## src/rtl/ntsc_frame_writer_pkg.sv

```systemverilog
// Shared constants, pairing-FSM state type and address helper for the NTSC frame writer.
package ntsc_frame_writer_pkg;

    localparam int DEF_H_ACTIVE = 640;
    localparam int DEF_V_ACTIVE = 480;
    localparam int DEF_FIFO_LOG = 3;
    localparam int DEF_ADDR_W   = 19;
    localparam int DEF_DATA_W   = 36;

    // One YCrCb pixel is {Y[7:0], Cr[4:0], Cb[4:0]}
    localparam int PIX_W = 18;
    localparam int X_W   = 10;
    localparam int Y_W   = 9;

    typedef enum logic [1:0] {
        ST_IDLE,
        ST_HAVE_LO,
        ST_PUSH
    } pair_state_t;

    // Word index of the pixel pair containing (x, y); two pixels per memory word.
    function automatic logic [31:0] word_index(input logic [X_W-1:0] x,
                                               input logic [Y_W-1:0] y,
                                               input int unsigned    half_line);
        return 32'(y) * half_line + 32'(x[X_W-1:1]);
    endfunction

endpackage

```

## src/rtl/ntsc_write_fifo.sv

```systemverilog
// Synchronous FIFO holding packed {last_tag, addr, data} entries for the frame writer.
module ntsc_write_fifo #(
    parameter int WIDTH    = 56,
    parameter int FIFO_LOG = 3
) (
    input  logic              clock,
    input  logic              reset,
    input  logic              i_push,
    input  logic              i_pop,
    input  logic [WIDTH-1:0]  i_data,
    output logic [WIDTH-1:0]  o_data,
    output logic              o_full,
    output logic              o_empty,
    output logic [FIFO_LOG:0] o_count
);
    localparam int DEPTH = 1 << FIFO_LOG;
    localparam logic [FIFO_LOG:0] DEPTH_C = (FIFO_LOG + 1)'(DEPTH);

    logic [WIDTH-1:0]    r_mem [DEPTH];
    logic [FIFO_LOG-1:0] r_wr_ptr;
    logic [FIFO_LOG-1:0] r_rd_ptr;
    logic [FIFO_LOG:0]   r_count;
    logic                w_do_push;
    logic                w_do_pop;

    assign o_full    = (r_count == DEPTH_C);
    assign o_empty   = (r_count == '0);
    assign o_count   = r_count;
    assign o_data    = r_mem[r_rd_ptr];
    assign w_do_pop  = i_pop && !o_empty;
    // A full FIFO still takes a word when the head leaves in the same cycle
    assign w_do_push = i_push && (!o_full || w_do_pop);

    always_ff @(posedge clock) begin
        if (reset) begin
            r_wr_ptr <= '0;
            r_rd_ptr <= '0;
            r_count  <= '0;
        end else begin
            if (w_do_push)
                r_wr_ptr <= r_wr_ptr + FIFO_LOG'(1);
            if (w_do_pop)
                r_rd_ptr <= r_rd_ptr + FIFO_LOG'(1);
            case ({w_do_push, w_do_pop})
                2'b10:   r_count <= r_count + (FIFO_LOG + 1)'(1);
                2'b01:   r_count <= r_count - (FIFO_LOG + 1)'(1);
                default: r_count <= r_count;
            endcase
        end
    end

    always_ff @(posedge clock) begin
        if (w_do_push)
            r_mem[r_wr_ptr] <= i_data;
    end

endmodule

```

## src/rtl/ntsc_frame_writer.sv

```systemverilog
// Packs camera pixel pairs into 36-bit ZBT words and drains them to the arbiter via flag/done.
// Define NTSC_WRITE_DOUBLE_BUFFER_EN to alternate frames between two banks and expose display_bank.
module ntsc_frame_writer
    import ntsc_frame_writer_pkg::*;
#(
    parameter int H_ACTIVE = DEF_H_ACTIVE,
    parameter int V_ACTIVE = DEF_V_ACTIVE,
    parameter int FIFO_LOG = DEF_FIFO_LOG,
    parameter int ADDR_W   = DEF_ADDR_W,
    parameter int DATA_W   = DEF_DATA_W
) (
    input  logic              clock,
    input  logic              reset,
    input  logic              pix_valid,
    input  logic [PIX_W-1:0]  pix_ycrcb,
    input  logic [X_W-1:0]    pix_x,
    input  logic [Y_W-1:0]    pix_y,
    output logic              ntsc_flag,
    output logic [ADDR_W-1:0] ntsc_addr,
    output logic [DATA_W-1:0] ntsc_data,
    input  logic              done_ntsc,
    output logic              frame_done,
    output logic              overflow
`ifdef NTSC_WRITE_DOUBLE_BUFFER_EN
    ,
    output logic              display_bank
`endif
);
    localparam int ENTRY_W = 1 + ADDR_W + DATA_W;
    localparam int unsigned HALF_LINE = $unsigned(H_ACTIVE / 2);
    localparam logic [X_W-1:0] X_LIMIT = X_W'(H_ACTIVE);
    localparam logic [Y_W-1:0] Y_LIMIT = Y_W'(V_ACTIVE);
    localparam logic [X_W-1:0] X_LAST  = X_W'(H_ACTIVE - 1);
    localparam logic [Y_W-1:0] Y_LAST  = Y_W'(V_ACTIVE - 1);

    pair_state_t         r_state;
    logic [PIX_W-1:0]    r_lo_half;
    logic                r_vld_p1;
    logic                r_last_p1;
    logic [ADDR_W-1:0]   r_addr_p1;
    logic [DATA_W-1:0]   r_data_p1;
    logic                r_overflow;
    logic                r_frame_done;

    logic                w_in_range;
    logic                w_even_p0;
    logic                w_odd_p0;
    logic                w_last_p0;
    logic [ADDR_W-1:0]   w_addr_p0;
    logic                w_push;
    logic                w_pop;
    logic                w_full;
    logic                w_empty;
    logic [FIFO_LOG:0]   w_count;
    logic [ENTRY_W-1:0]  w_fifo_in;
    logic [ENTRY_W-1:0]  w_fifo_out;
    logic                w_head_last;
    logic [ADDR_W-1:0]   w_head_addr;
    logic [DATA_W-1:0]   w_head_data;

`ifdef NTSC_WRITE_DOUBLE_BUFFER_EN
    logic                r_bank;
    logic                r_display_bank;
`endif

    // p0: filter the incoming strobe and derive word address and frame tag
    assign w_in_range = pix_valid && (pix_x < X_LIMIT) && (pix_y < Y_LIMIT);
    assign w_even_p0  = w_in_range && !pix_x[0];
    assign w_odd_p0   = w_in_range && pix_x[0];
    assign w_last_p0  = (pix_x == X_LAST) && (pix_y == Y_LAST);

    always_comb begin
        w_addr_p0 = ADDR_W'(word_index(pix_x, pix_y, HALF_LINE));
`ifdef NTSC_WRITE_DOUBLE_BUFFER_EN
        w_addr_p0[ADDR_W-1] = r_bank;
`endif
    end

    always_ff @(posedge clock) begin
        if (reset) begin
            r_state   <= ST_IDLE;
            r_lo_half <= '0;
            r_vld_p1  <= 1'b0;
        end else begin
            r_vld_p1 <= 1'b0;
            if (w_even_p0) begin
                r_lo_half <= pix_ycrcb;
                r_state   <= ST_HAVE_LO;
            end else if (w_odd_p0) begin
                r_vld_p1 <= 1'b1;
                r_state  <= ST_PUSH;
            end else if (r_state == ST_PUSH) begin
                r_state <= ST_IDLE;
            end
        end
    end

    // An odd pixel without a preceding even one deliberately reuses the stale low half
    always_ff @(posedge clock) begin
        if (w_odd_p0) begin
            r_last_p1 <= w_last_p0;
            r_addr_p1 <= w_addr_p0;
            r_data_p1 <= {pix_ycrcb, r_lo_half};
        end
    end

    // p1: push the packed word into the queue
    assign w_fifo_in = {r_last_p1, r_addr_p1, r_data_p1};
    assign w_pop     = done_ntsc && !w_empty;
    assign w_push    = r_vld_p1 && (!w_full || w_pop);

    ntsc_write_fifo #(
        .WIDTH    (ENTRY_W),
        .FIFO_LOG (FIFO_LOG)
    ) u_fifo (
        .clock   (clock),
        .reset   (reset),
        .i_push  (w_push),
        .i_pop   (w_pop),
        .i_data  (w_fifo_in),
        .o_data  (w_fifo_out),
        .o_full  (w_full),
        .o_empty (w_empty),
        .o_count (w_count)
    );

    assign w_head_last = w_fifo_out[ENTRY_W-1];
    assign w_head_addr = w_fifo_out[DATA_W +: ADDR_W];
    assign w_head_data = w_fifo_out[DATA_W-1:0];

    always_ff @(posedge clock) begin
        if (reset) begin
            r_overflow   <= 1'b0;
            r_frame_done <= 1'b0;
        end else begin
            if (r_vld_p1 && w_full && !w_pop)
                r_overflow <= 1'b1;
            r_frame_done <= w_pop && w_head_last;
        end
    end

`ifdef NTSC_WRITE_DOUBLE_BUFFER_EN
    always_ff @(posedge clock) begin
        if (reset) begin
            r_bank         <= 1'b0;
            r_display_bank <= 1'b0;
        end else if (w_pop && w_head_last) begin
            r_bank         <= ~r_bank;
            r_display_bank <= w_head_addr[ADDR_W-1];
        end
    end

    assign display_bank = r_display_bank;
`endif

    // Head is masked while empty so the bus idles at zero
    assign ntsc_flag  = (w_count != '0);
    assign ntsc_addr  = ntsc_flag ? w_head_addr : '0;
    assign ntsc_data  = ntsc_flag ? w_head_data : '0;
    assign frame_done = r_frame_done;
    assign overflow   = r_overflow;

endmodule

```

## config.mk

```make
export PLATFORM = sky130hd
export DESIGN_NAME = ntsc_frame_writer
export DESIGN_NICKNAME = d
export VERILOG_FILES = /design/src/rtl/ntsc_frame_writer_pkg.sv /design/src/rtl/ntsc_write_fifo.sv /design/src/rtl/ntsc_frame_writer.sv
export SDC_FILE = /design/constraint.sdc
export NUM_CORES = 1
export LEC_CHECK = 0
export CORE_MARGIN = 5
export CORE_UTILIZATION = 30
export CTS_BUF_LIST = sky130_fd_sc_hd__clkbuf_8
export DETAILED_ROUTE_END_ITERATION = 12
export PLACE_DENSITY_LB_ADDON = 0.15
export SLEW_MARGIN = 10
export SYNTH_ARGS = -nofsm -noshare
export SYNTH_HDL_FRONTEND = slang
export SYNTH_SLANG_ARGS = --single-unit
export TNS_END_PERCENT = 1
```

## constraint.sdc

```tcl
create_clock -name clock -period 9.7 [get_ports clock]
set_clock_uncertainty 0.1 [all_clocks]
set_input_delay 1.455 -clock clock [delete_from_list [all_inputs] [get_ports clock]]
set_output_delay 1.455 -clock clock [all_outputs]
set_load 0.03 [all_outputs]
```

==> flow_summary_export.csv, run 1 <==
group,metric,value,unit
power_and_ir_drop,p_clk_share,34.9,%
timing,min_period,5.80,ns
power_and_ir_drop,seq_power_share,50.3,%
setup_path,crit_chain,"buf_4 > buf_4 > mux4_2 > mux2i_1 > nor2_1 > clkdlybuf4s50_1",
power_and_ir_drop,vdd_drop_max,125,uV
synth,ys_seq_elements,538,
layout,nNetsFinal,1224,
timing,min_period_over_period,59.8,%
synth,yosys_warnings,0,
grt,grt_pass1_wl,71800,um
power_and_ir_drop,p_leak,7.66,nW
timing,tns,0,ns
synth,yosysMostFrequentCell,"edfxtp_1",
worst_hold_path,min_path_type,"flop to flop",
setup_path,required,8.15,ns
layout,multi_input_area,0.00463,mm2
place,hpwlAfterDp,25600,um
synth,synth_nets,1057,
timing,fmax,172,MHz
clocking,post-cts-setup-buffers,0,
clocking,cts_tree,"done",
worst_hold_path,holdPathStages,0,
detailed_routing,drt_iter0_drc,570,
clocking,clock_path_buffers,3,
clocking,clock_latency,0.66,ns
setup_path,endpoint_kind,"output port",
grt,grt_usage,13.0,%
timing,fin_ws,3.90,ns
setup_path,path_max_fanout,39,
timing,drv_slew,0,
grt,grt_pass1_vias,11000,
clocking,clock-root-buffer,"clkbuf_8",
synth,yosys.area.top_type,"edfxtp_1",
clocking,cts_hold_buffers,0,
detailed_routing,firstDrtPassIters,5,
setup_path,critPathLaunchType,"flop",
clocking,numCtsBuffers,91,
power_and_ir_drop,power.internal,3.87,mW
clocking,cts_resized,0,
power_and_ir_drop,netSwitchingFraction,26.3,%
place,numPortBuffers,98,
setup_path,rr_worst_depth,6,
setup_path,critPathKind,"flop to output port",
synth,netlist_area,0.0207,mm2
status,status,"finished, final reports clean",
flow_run,max-cap-violations,0,
setup_path,slowest_delay,0.75,ns
clocking,clkTransAtPathRegs,0.06,ns
synth,ys_seq_area_share,76.5,%
timing,tightest_slew,1.14,ns
synth,synth_edf_count,504,
synth,async_reset_ff_share,0,%
layout,regArea,0.0158,mm2
clocking,cts_sinks,538,
floorplan,initial_utilization,30.2,%
synth,yosys-top-cells-count,"504 x edfxtp_1, 112 x mux4_2, 96 x nor2_1",
synth,synth_ff_type,"edfxtp_1",
synth,postSynthCellCount,991,
grt,grt_max_degree,57,
floorplan,rows,96,
timing,slew_headroom,23.5,%
clocking,htreeDepth,3,
detailed_routing,wirelength,48000,um
grt,antenna_found_initial,1,
detailed_routing,via_count,9778,
floorplan,die-area,0.0743,mm2
synth,ys_types,40,
detailed_routing,drc_errors,0,
synth,syn-mean-instance-area,20.9,um2
setup_path,worstPathArrival,4.25,ns
detailed_routing,viasPerCell,4.62,
setup_path,crit_slowest_cell,"clkdlybuf4s50_1",
floorplan,die_w,273,um
setup_path,cp_common_cell,"buf_4",
layout,utilization,35.6,%
timing,grt_setup_unrepaired,"no",
detailed_routing,avgRoutedWirePerCell,22.7,um
floorplan,die_y,273,um
layout,drive_gt1_share,21.3,%
place,dp_slack,4.52,ns
place,place.gp.congestion,0.691,
layout,num-fill-cells,6453,
grt,grt-ovfl-total,0,
power_and_ir_drop,power_density,215,mW/mm2
floorplan,core-area,0.0685,mm2
detailed_routing,final_antenna_net_count,0,
power_and_ir_drop,power_switching,1.38,mW
synth,synth_top_area_share,73.2,%
power_and_ir_drop,power,5.25,mW
synth,yosys-top-cells-area,"edfxtp_1 73%, mux4_2 12%, mux2i_1 3.6%, dfxtp_1 3.3%, nor2_1 1.7%",
layout,areaGrowthSynthToFinish,18.0,%
timing,setup_viol,0,
floorplan,ios,99,
power_and_ir_drop,p_comb_share,14.8,%
timing,hold_viol_final,0,
-- registers in the layout (all words and copies together), names as in the netlist, named ones only --
name and cells:
r_addr_p1 19, r_vld_p1 1, overflow 1, u_fifo.r_mem 448, frame_done 1, u_fifo.o_count 4
u_fifo.r_rd_ptr 3, r_data_p1 36, r_last_p1 1, r_lo_half 18, u_fifo.r_wr_ptr 3
-- worst paths after layout --
check / start / endpoint / slack, ns
worst min-delay path: r_lo_half[6] / r_data_p1[6] / 0.33
worst min register to register: r_lo_half[6] / r_data_p1[6] / 0.33
worst max-delay path: flop / ntsc_addr[5] / 3.90
worst max register to register: u_fifo.o_count[1] / u_fifo.r_mem[1][6] / 6.29
-- logic make-up (layout without fill, tap and decap cells) --
family,Yosys count,count (layout),synth area share [%]
flops,538,538,76.5
mux,186,186,15.8
simple gates,138,138,2.90
buf+inv,56,297,1.44
compound gates,26,26,0.823
fa+ha+maj,25,25,1.62
xor+xnor,21,21,0.926
other cells,1,3,0.0181
-- routing by layer --
layer | track usage (%) | up-vias | wire [um]
met3 | 3.01 | 66 | 1970
li1 | - | 4353 | -
met1 | 18.0 | 5159 | 22600
met5 | 0 | - | 0
met2 | 21.0 | 200 | 22600
met4 | 3.40 | 0 | 872
-- critical path, delay by kind of cell (launching register included) --
kind                   cells  cell delay, ns
buffers and inverters      3            2.04
AND/OR/NAND/NOR            1            0.34
flip-flops                 1            0.74
multiplexers               2            0.42
-- cell type report --
cell class | instances | share of cell area (%)
sequential | 538 | 64.9
timing repair buffer | 116 | 4.58
multi-input combinational | 397 | 19.0
antenna | 2 | 0.0205
inverter | 14 | 0.215
clock inverter | 70 | 1.32
tap | 882 | 4.52
clock buffer | 97 | 5.47
-- layout by cell type (no fill, tap or decap), drive strengths merged --
master         instances
a211oi                 1
a21o                   3
a21oi                 12
a311oi                 1
and2                   1
and2b                  1
buf                   18
bufinv                 1
clkbuf                97
clkdlybuf4s50         98
clkinv                30
clkinvlp               4
conb                   1
dfxtp                 34
diode                  2
edfxtp               504
fa                     3
ha                    22
inv                   49
mux2i                 74
mux4                 112
nand2                 13
nand2b                 3
nand3                  4
nand3b                 1
nand4                  8
nor2                  96
nor2b                  1
nor3                   6
nor4                   2
o21ai                  7
o21bai                 2
or3                    1
or4b                   1
xnor2                 12
xor2                   9
-- power by group through the flow --
stage	combinational, mW	sequential, mW	clock (mW)
2_1_floorplan	0.559	2.64	0
3_3_place_gp	0.800	2.69	0
3_5_place_dp	0.802	2.70	0
4_1_cts	0.804	2.65	1.91
5_1_grt	0.844	2.65	2.02
6_report	0.776	2.64	1.83
-- metrics by stage --
step                      hold WS (ns)  cells  area, um2
after floorplan                  0.308    991      20700
after global placement           0.316   1947      22700
after detailed placement         0.315   1947      22700
after CTS                        0.328   2114      24400
after global routing             0.335   2115      24400
final                            0.328   2116      24400
(Power assumes the default switching activity.)
==> run 2: changes to the inputs <==
==> constraint.sdc (replaced) <==
create_clock -name clock -period 4.6 [get_ports clock]
set_clock_uncertainty 0.1 [all_clocks]
set_input_delay 0.69 -clock clock [delete_from_list [all_inputs] [get_ports clock]]
set_output_delay 0.69 -clock clock [all_outputs]
set_load 0.03 [all_outputs]
==> run 2 against run 1 <==
Clock-buffer cell count grew 1. Combinational power grew 120%. Sequential share of layout area shrank 0.54 points. Via count is essentially flat. Setup slack lost 3.3 ns. Sequential power grew 110%. Die area is the same. Critical path depth shrank 1. First-iteration DRC count shrank 1.9%. Clock power grew 110%. Global-route usage shrank 0.13 points. Final cell count is essentially flat. Largest power group unchanged.
==> flow_summary_export.csv, run 2 (same netlist as run 1, synthesis figures left out) <==
group,metric,value,unit
layout,areaGrowthSynthToFinish,19.0,%
place,hpwlAfterDp,25800,um
place,numPortBuffers,98,
layout,drive_gt1_share,21.7,%
power_and_ir_drop,vdd_drop_max,223,uV
flow_run,max-cap-violations,0,
detailed_routing,firstDrtPassIters,5,
power_and_ir_drop,power_density,452,mW/mm2
floorplan,initial_utilization,30.2,%
floorplan,die_y,273,um
clocking,numCtsBuffers,91,
setup_path,required,3.81,ns
grt,grtUsageMet2,21.0,%
layout,regArea,0.0158,mm2
grt,top_usage_layer,"met2",
layout,final_common_cell,"edfxtp_1",
detailed_routing,avgRoutedWirePerCell,22.5,um
clocking,htreeDepth,3,
setup_path,critPathKind,"flop to output port",
setup_path,worstPathArrival,3.20,ns
grt,grt_use_met1,17.3,%
clocking,cts_tree,"done",
detailed_routing,wirelength,47600,um
detailed_routing,final_antenna_net_count,0,
place,place.gp.congestion,0.714,
layout,nNetsFinal,1231,
timing,tightest_slew,0.976,ns
clocking,clock_latency,0.65,ns
clocking,cts_sinks,538,
layout,final_cell_mix,"504 x edfxtp_1, 112 x mux4_2, 98 x clkbuf_8, 98 x clkdlybuf4s50_1, 89 x nor2_1",
grt,grt-ovfl-total,0,
grt,antenna_found_initial,1,
setup_path,crit_slowest_cell,"dfxtp_4",
grt,grt_max_degree,63,
setup_path,endpoint_kind,"output port",
detailed_routing,drt_iter0_drc,559,
floorplan,ios,99,
clocking,cts_resized,0,
clocking,clkTransAtPathRegs,0.06,ns
setup_path,crit_chain,"buf_4 > mux4_2 > mux2i_1 > nor2_1 > clkdlybuf4s50_1",
place,dp_slack,0.887,ns
floorplan,rows,96,
timing,hold_slack,0.329,ns
power_and_ir_drop,power,11.1,mW
layout,top_register,"u_fifo.r_mem",
setup_path,critPathLaunchType,"flop",
grt,grt_util_met3,3.20,%
timing,slew_headroom,35.0,%
detailed_routing,via_count,9770,
timing,drv_slew,0,
detailed_routing,viasPerCell,4.62,
setup_path,slowest_delay,0.65,ns
setup_path,rr_worst_depth,12,
layout,largest_reg_flops,448,
layout,utilization,35.9,%
timing,min_period,3.99,ns
layout,largestRegisters,"u_fifo.r_mem x448, r_data_p1 x36, r_addr_p1 x19",
timing,grt_setup_unrepaired,"no",
layout,multi_input_area,0.00464,mm2
power_and_ir_drop,p_leak,7.75,nW
worst_hold_path,min_path_type,"flop to flop",
timing,min_period_over_period,86.7,%
timing,fin_ws,0.612,ns
grt,grt_pass1_vias,11000,
grt,grt_usage,12.9,%
layout,num-fill-cells,6427,
floorplan,die_w,273,um
floorplan,die-area,0.0743,mm2
worst_hold_path,holdPathStages,0,
setup_path,path_max_fanout,20,
clocking,clock-root-buffer,"clkbuf_8",
timing,fmax,251,MHz
detailed_routing,drc_errors,0,
grt,grt_pass1_wl,71200,um
timing,hold_viol_final,0,
timing,setup_viol,0,
clocking,cts_hold_buffers,0,
floorplan,core-area,0.0685,mm2
clocking,post-cts-setup-buffers,0,
status,status,"finished, final reports clean",
clocking,clock_path_buffers,3,
[run 2: final timing paths]
path                     startpoint                end  slack (ns)
setup / recovery               flop      ntsc_data[11]        0.61
hold / removal         r_lo_half[7]       r_data_p1[7]        0.33
setup reg to reg  u_fifo.o_count[0]  u_fifo.o_count[3]        1.50
hold reg to reg        r_lo_half[7]       r_data_p1[7]        0.33
[run 2: layer usage]
layer / share of wire (%) / up-vias / wire length (um)
li1: - / 4350 / -
met1: 45 / 5132 / 21300
met2: 48 / 207 / 22900
met3: 5.0 / 81 / 2380
met4: 2.1 / 0 / 1010
met5: 0 / - / 0
[run 2: layout make-up]
class	count	share of cell area [%]
clock inverter	62	1.20
antenna	1	0.0102
timing repair buffer	123	5.41
tap	882	4.49
inverter	14	0.214
sequential	538	64.3
multi-input combinational	397	18.9
clock buffer	98	5.48
[run 2: worst max-delay path, delay by kind of cell (launching register included)]
kind | cells | cell delay, ns
buffers and inverters | 2 | 1.02
DFF | 1 | 0.65
muxes | 2 | 0.78
and+or+nand+nor | 1 | 0.07
[run 2: metrics by stage]
stage	area, um2	TNS [ns]	cells
6_report	24600	0	2115
5_1_grt	24600	0	2115
4_1_cts	24600	0	2114
3_5_place_dp	23000	0	1954
3_3_place_gp	23000	0	1954
2_1_floorplan	20700	-53.01	991
[run 2: power by group]
group | internal, mW | switching [mW] | total, mW
clock network | 2.01 | 1.84 | 3.85
registers | 5.43 | 0.109 | 5.54
logic | 0.775 | 0.963 | 1.74
total | 8.21 | 2.92 | 11.1
==> run 3: changes to the inputs <==
--- a/config.mk
+++ b/config.mk
@@ -5,7 +5,6 @@
 export SDC_FILE = /design/constraint.sdc
 export NUM_CORES = 1
 export LEC_CHECK = 0
-export CORE_MARGIN = 5
 export CORE_UTILIZATION = 30
 export CTS_BUF_LIST = sky130_fd_sc_hd__clkbuf_8
 export DETAILED_ROUTE_END_ITERATION = 12
==> run 3 against run 2 <==
Via count increased by 0.44%. Non-clock buffer count rose by 5. Core utilization rose by 0.43 points. Critical endpoint is now ntsc_addr[1]. Largest cell class unchanged. Largest power group unchanged.
==> flow_summary_export.csv, run 3 (same netlist as run 1, synthesis figures left out) <==
group,metric,value,unit
timing,tns,0,ns
setup_path,rr_worst_depth,12,
floorplan,initial_utilization,30.6,%
detailed_routing,firstDrtPassIters,5,
clocking,clock-root-buffer,"clkbuf_8",
layout,finalNonFillerCells,2124,
place,numPortBuffers,98,
detailed_routing,drc_errors,0,
grt,grt_pass1_vias,10700,
timing,drv_slew,0,
timing,slew_headroom,49.8,%
clocking,clkTransAtPathRegs,0.06,ns
setup_path,crit_slowest_cell,"clkdlybuf4s50_1",
floorplan,die-area,0.0700,mm2
setup_path,endpoint_kind,"output port",
floorplan,core-area,0.0676,mm2
setup_path,slowest_delay,0.60,ns
power_and_ir_drop,power_density,457,mW/mm2
floorplan,die_w,265,um
layout,final_cell_area,0.0246,mm2
clocking,clock_latency,0.67,ns
place,placed_area,0.0229,mm2
grt,antenna_found_initial,2,
setup_path,worstPathArrival,3.22,ns
floorplan,die_y,265,um
place,dp_cells,1950,
layout,final_common_cell,"edfxtp_1",
timing,grt_setup_unrepaired,"no",
status,status,"finished, final reports clean",
grt,grt_max_degree,45,
clocking,cts_resized,0,
timing,setup_viol,0,
layout,areaGrowthSynthToFinish,18.9,%
layout,regArea,0.0158,mm2
worst_hold_path,min_path_type,"flop to flop",
place,hpwlAfterDp,26400,um
timing,hold_slack,0.333,ns
timing,min_period,4.01,ns
power_and_ir_drop,p_leak,7.78,nW
setup_path,crit_chain,"buf_4 > mux4_2 > mux2i_1 > nor2_1 > clkdlybuf4s50_1",
place,place.gp.congestion,0.678,
detailed_routing,final_antenna_net_count,0,
setup_path,critPathKind,"flop to output port",
detailed_routing,drt_iter0_drc,541,
layout,multi_input_area,0.00464,mm2
floorplan,rows,95,
clocking,clock_path_buffers,3,
layout,nNetsFinal,1238,
detailed_routing,via_count,9813,
detailed_routing,avgRoutedWirePerCell,22.4,um
layout,final_cell_mix,"504 x edfxtp_1, 112 x mux4_2, 98 x clkdlybuf4s50_1",
clocking,numCtsBuffers,93,
floorplan,ios,99,
timing,min_period_over_period,87.2,%
flow_run,max-cap-violations,0,
clocking,htreeDepth,3,
setup_path,path_max_fanout,27,
layout,num-fill-cells,6265,
grt,grt_pass1_wl,70400,um
grt,grt_usage,13.9,%
grt,grt-ovfl-total,0,
detailed_routing,viasPerCell,4.62,
layout,top_register,"u_fifo.r_mem",
worst_hold_path,holdPathStages,0,
clocking,cts_tree,"done",
timing,hold_viol_final,0,
setup_path,required,3.81,ns
clocking,post-cts-setup-buffers,0,
timing,tightest_slew,0.753,ns
layout,largestRegisters,"u_fifo.r_mem x448, r_data_p1 x36, r_addr_p1 x19",
layout,drive_gt1_share,22.2,%
setup_path,critPathLaunchType,"flop",
clocking,cts_hold_buffers,0,
power_and_ir_drop,vdd_drop_max,179,uV
layout,largest_reg_flops,448,
clocking,cts_sinks,538,
timing,fmax,249,MHz
detailed_routing,wirelength,47500,um
-- run 3: changes by cell type in the layout (fill, tap and decap cells not counted) --
| cell | before | now |
|---|---|---|
| buf_12 | 13 | 4 |
| buf_4 | 12 | 26 |
| bufinv_16 | 1 | 2 |
| clkbuf_8 | 98 | 97 |
| clkinv_1 | 10 | 17 |
| clkinv_2 | 6 | 9 |
| clkinvlp_4 | 3 | 4 |
| diode_2 | 1 | 2 |
| inv_8 | 0 | 1 |
-- run 3: worst max-delay path, delay by kind of cell, from the launching register on --
| family | cells | cell delay, ns |
|---|---|---|
| and+or+nand+nor | 1 | 0.08 |
| DFF | 1 | 0.47 |
| muxes | 2 | 0.85 |
| buffers and inverters | 2 | 1.13 |
-- run 3: final cells by class --
class,instances,share of cell area [%]
sequential,538,64.4
multi-input combinational,397,18.9
clock buffer,97,5.43
timing repair buffer,128,5.11
tap,873,4.44
clock inverter,75,1.57
inverter,14,0.214
antenna,2,0.0204
-- run 3: routing by layer --
metal  part of all wire (%)  global-route usage, %  up-vias
li1                       -                      -     4384
met1                     47                   18.8     5149
met2                     47                   22.2      204
met3                    4.1                   3.11       76
met4                    1.8                   4.16        0
met5                      0                      0        -
-- run 3: power by group --
| part | internal (mW) | total [mW] | switching (mW) | leakage, nW |
|---|---|---|---|---|
| Sequential | 5.43 | 5.52 | 0.0941 | 4.81 |
| Combinational | 0.756 | 1.72 | 0.959 | 1.95 |
| Clock | 2.07 | 3.99 | 1.92 | 1.02 |
| Total | 8.26 | 11.2 | 2.97 | 7.78 |
-- run 3: worst paths after layout --
path	startpoint	endpoint	slack, ns
min	r_lo_half[11]	r_data_p1[11]	0.33
min reg2reg	r_lo_half[11]	r_data_p1[11]	0.33
max reg2reg	u_fifo.o_count[3]	u_fifo.o_count[3]	1.63
max	flop	ntsc_addr[1]	0.59
-- run 3: through the flow --
step                      setup slack, ns  utilization, %  total power [mW]
after global placement              0.883            33.8              7.40
after global routing                0.350            36.4              11.7
after floorplan                    -0.947               -              6.76
after CTS                           0.421            36.4              11.4
final                               0.590            36.4              11.2
after detailed placement            0.855            33.8              7.40
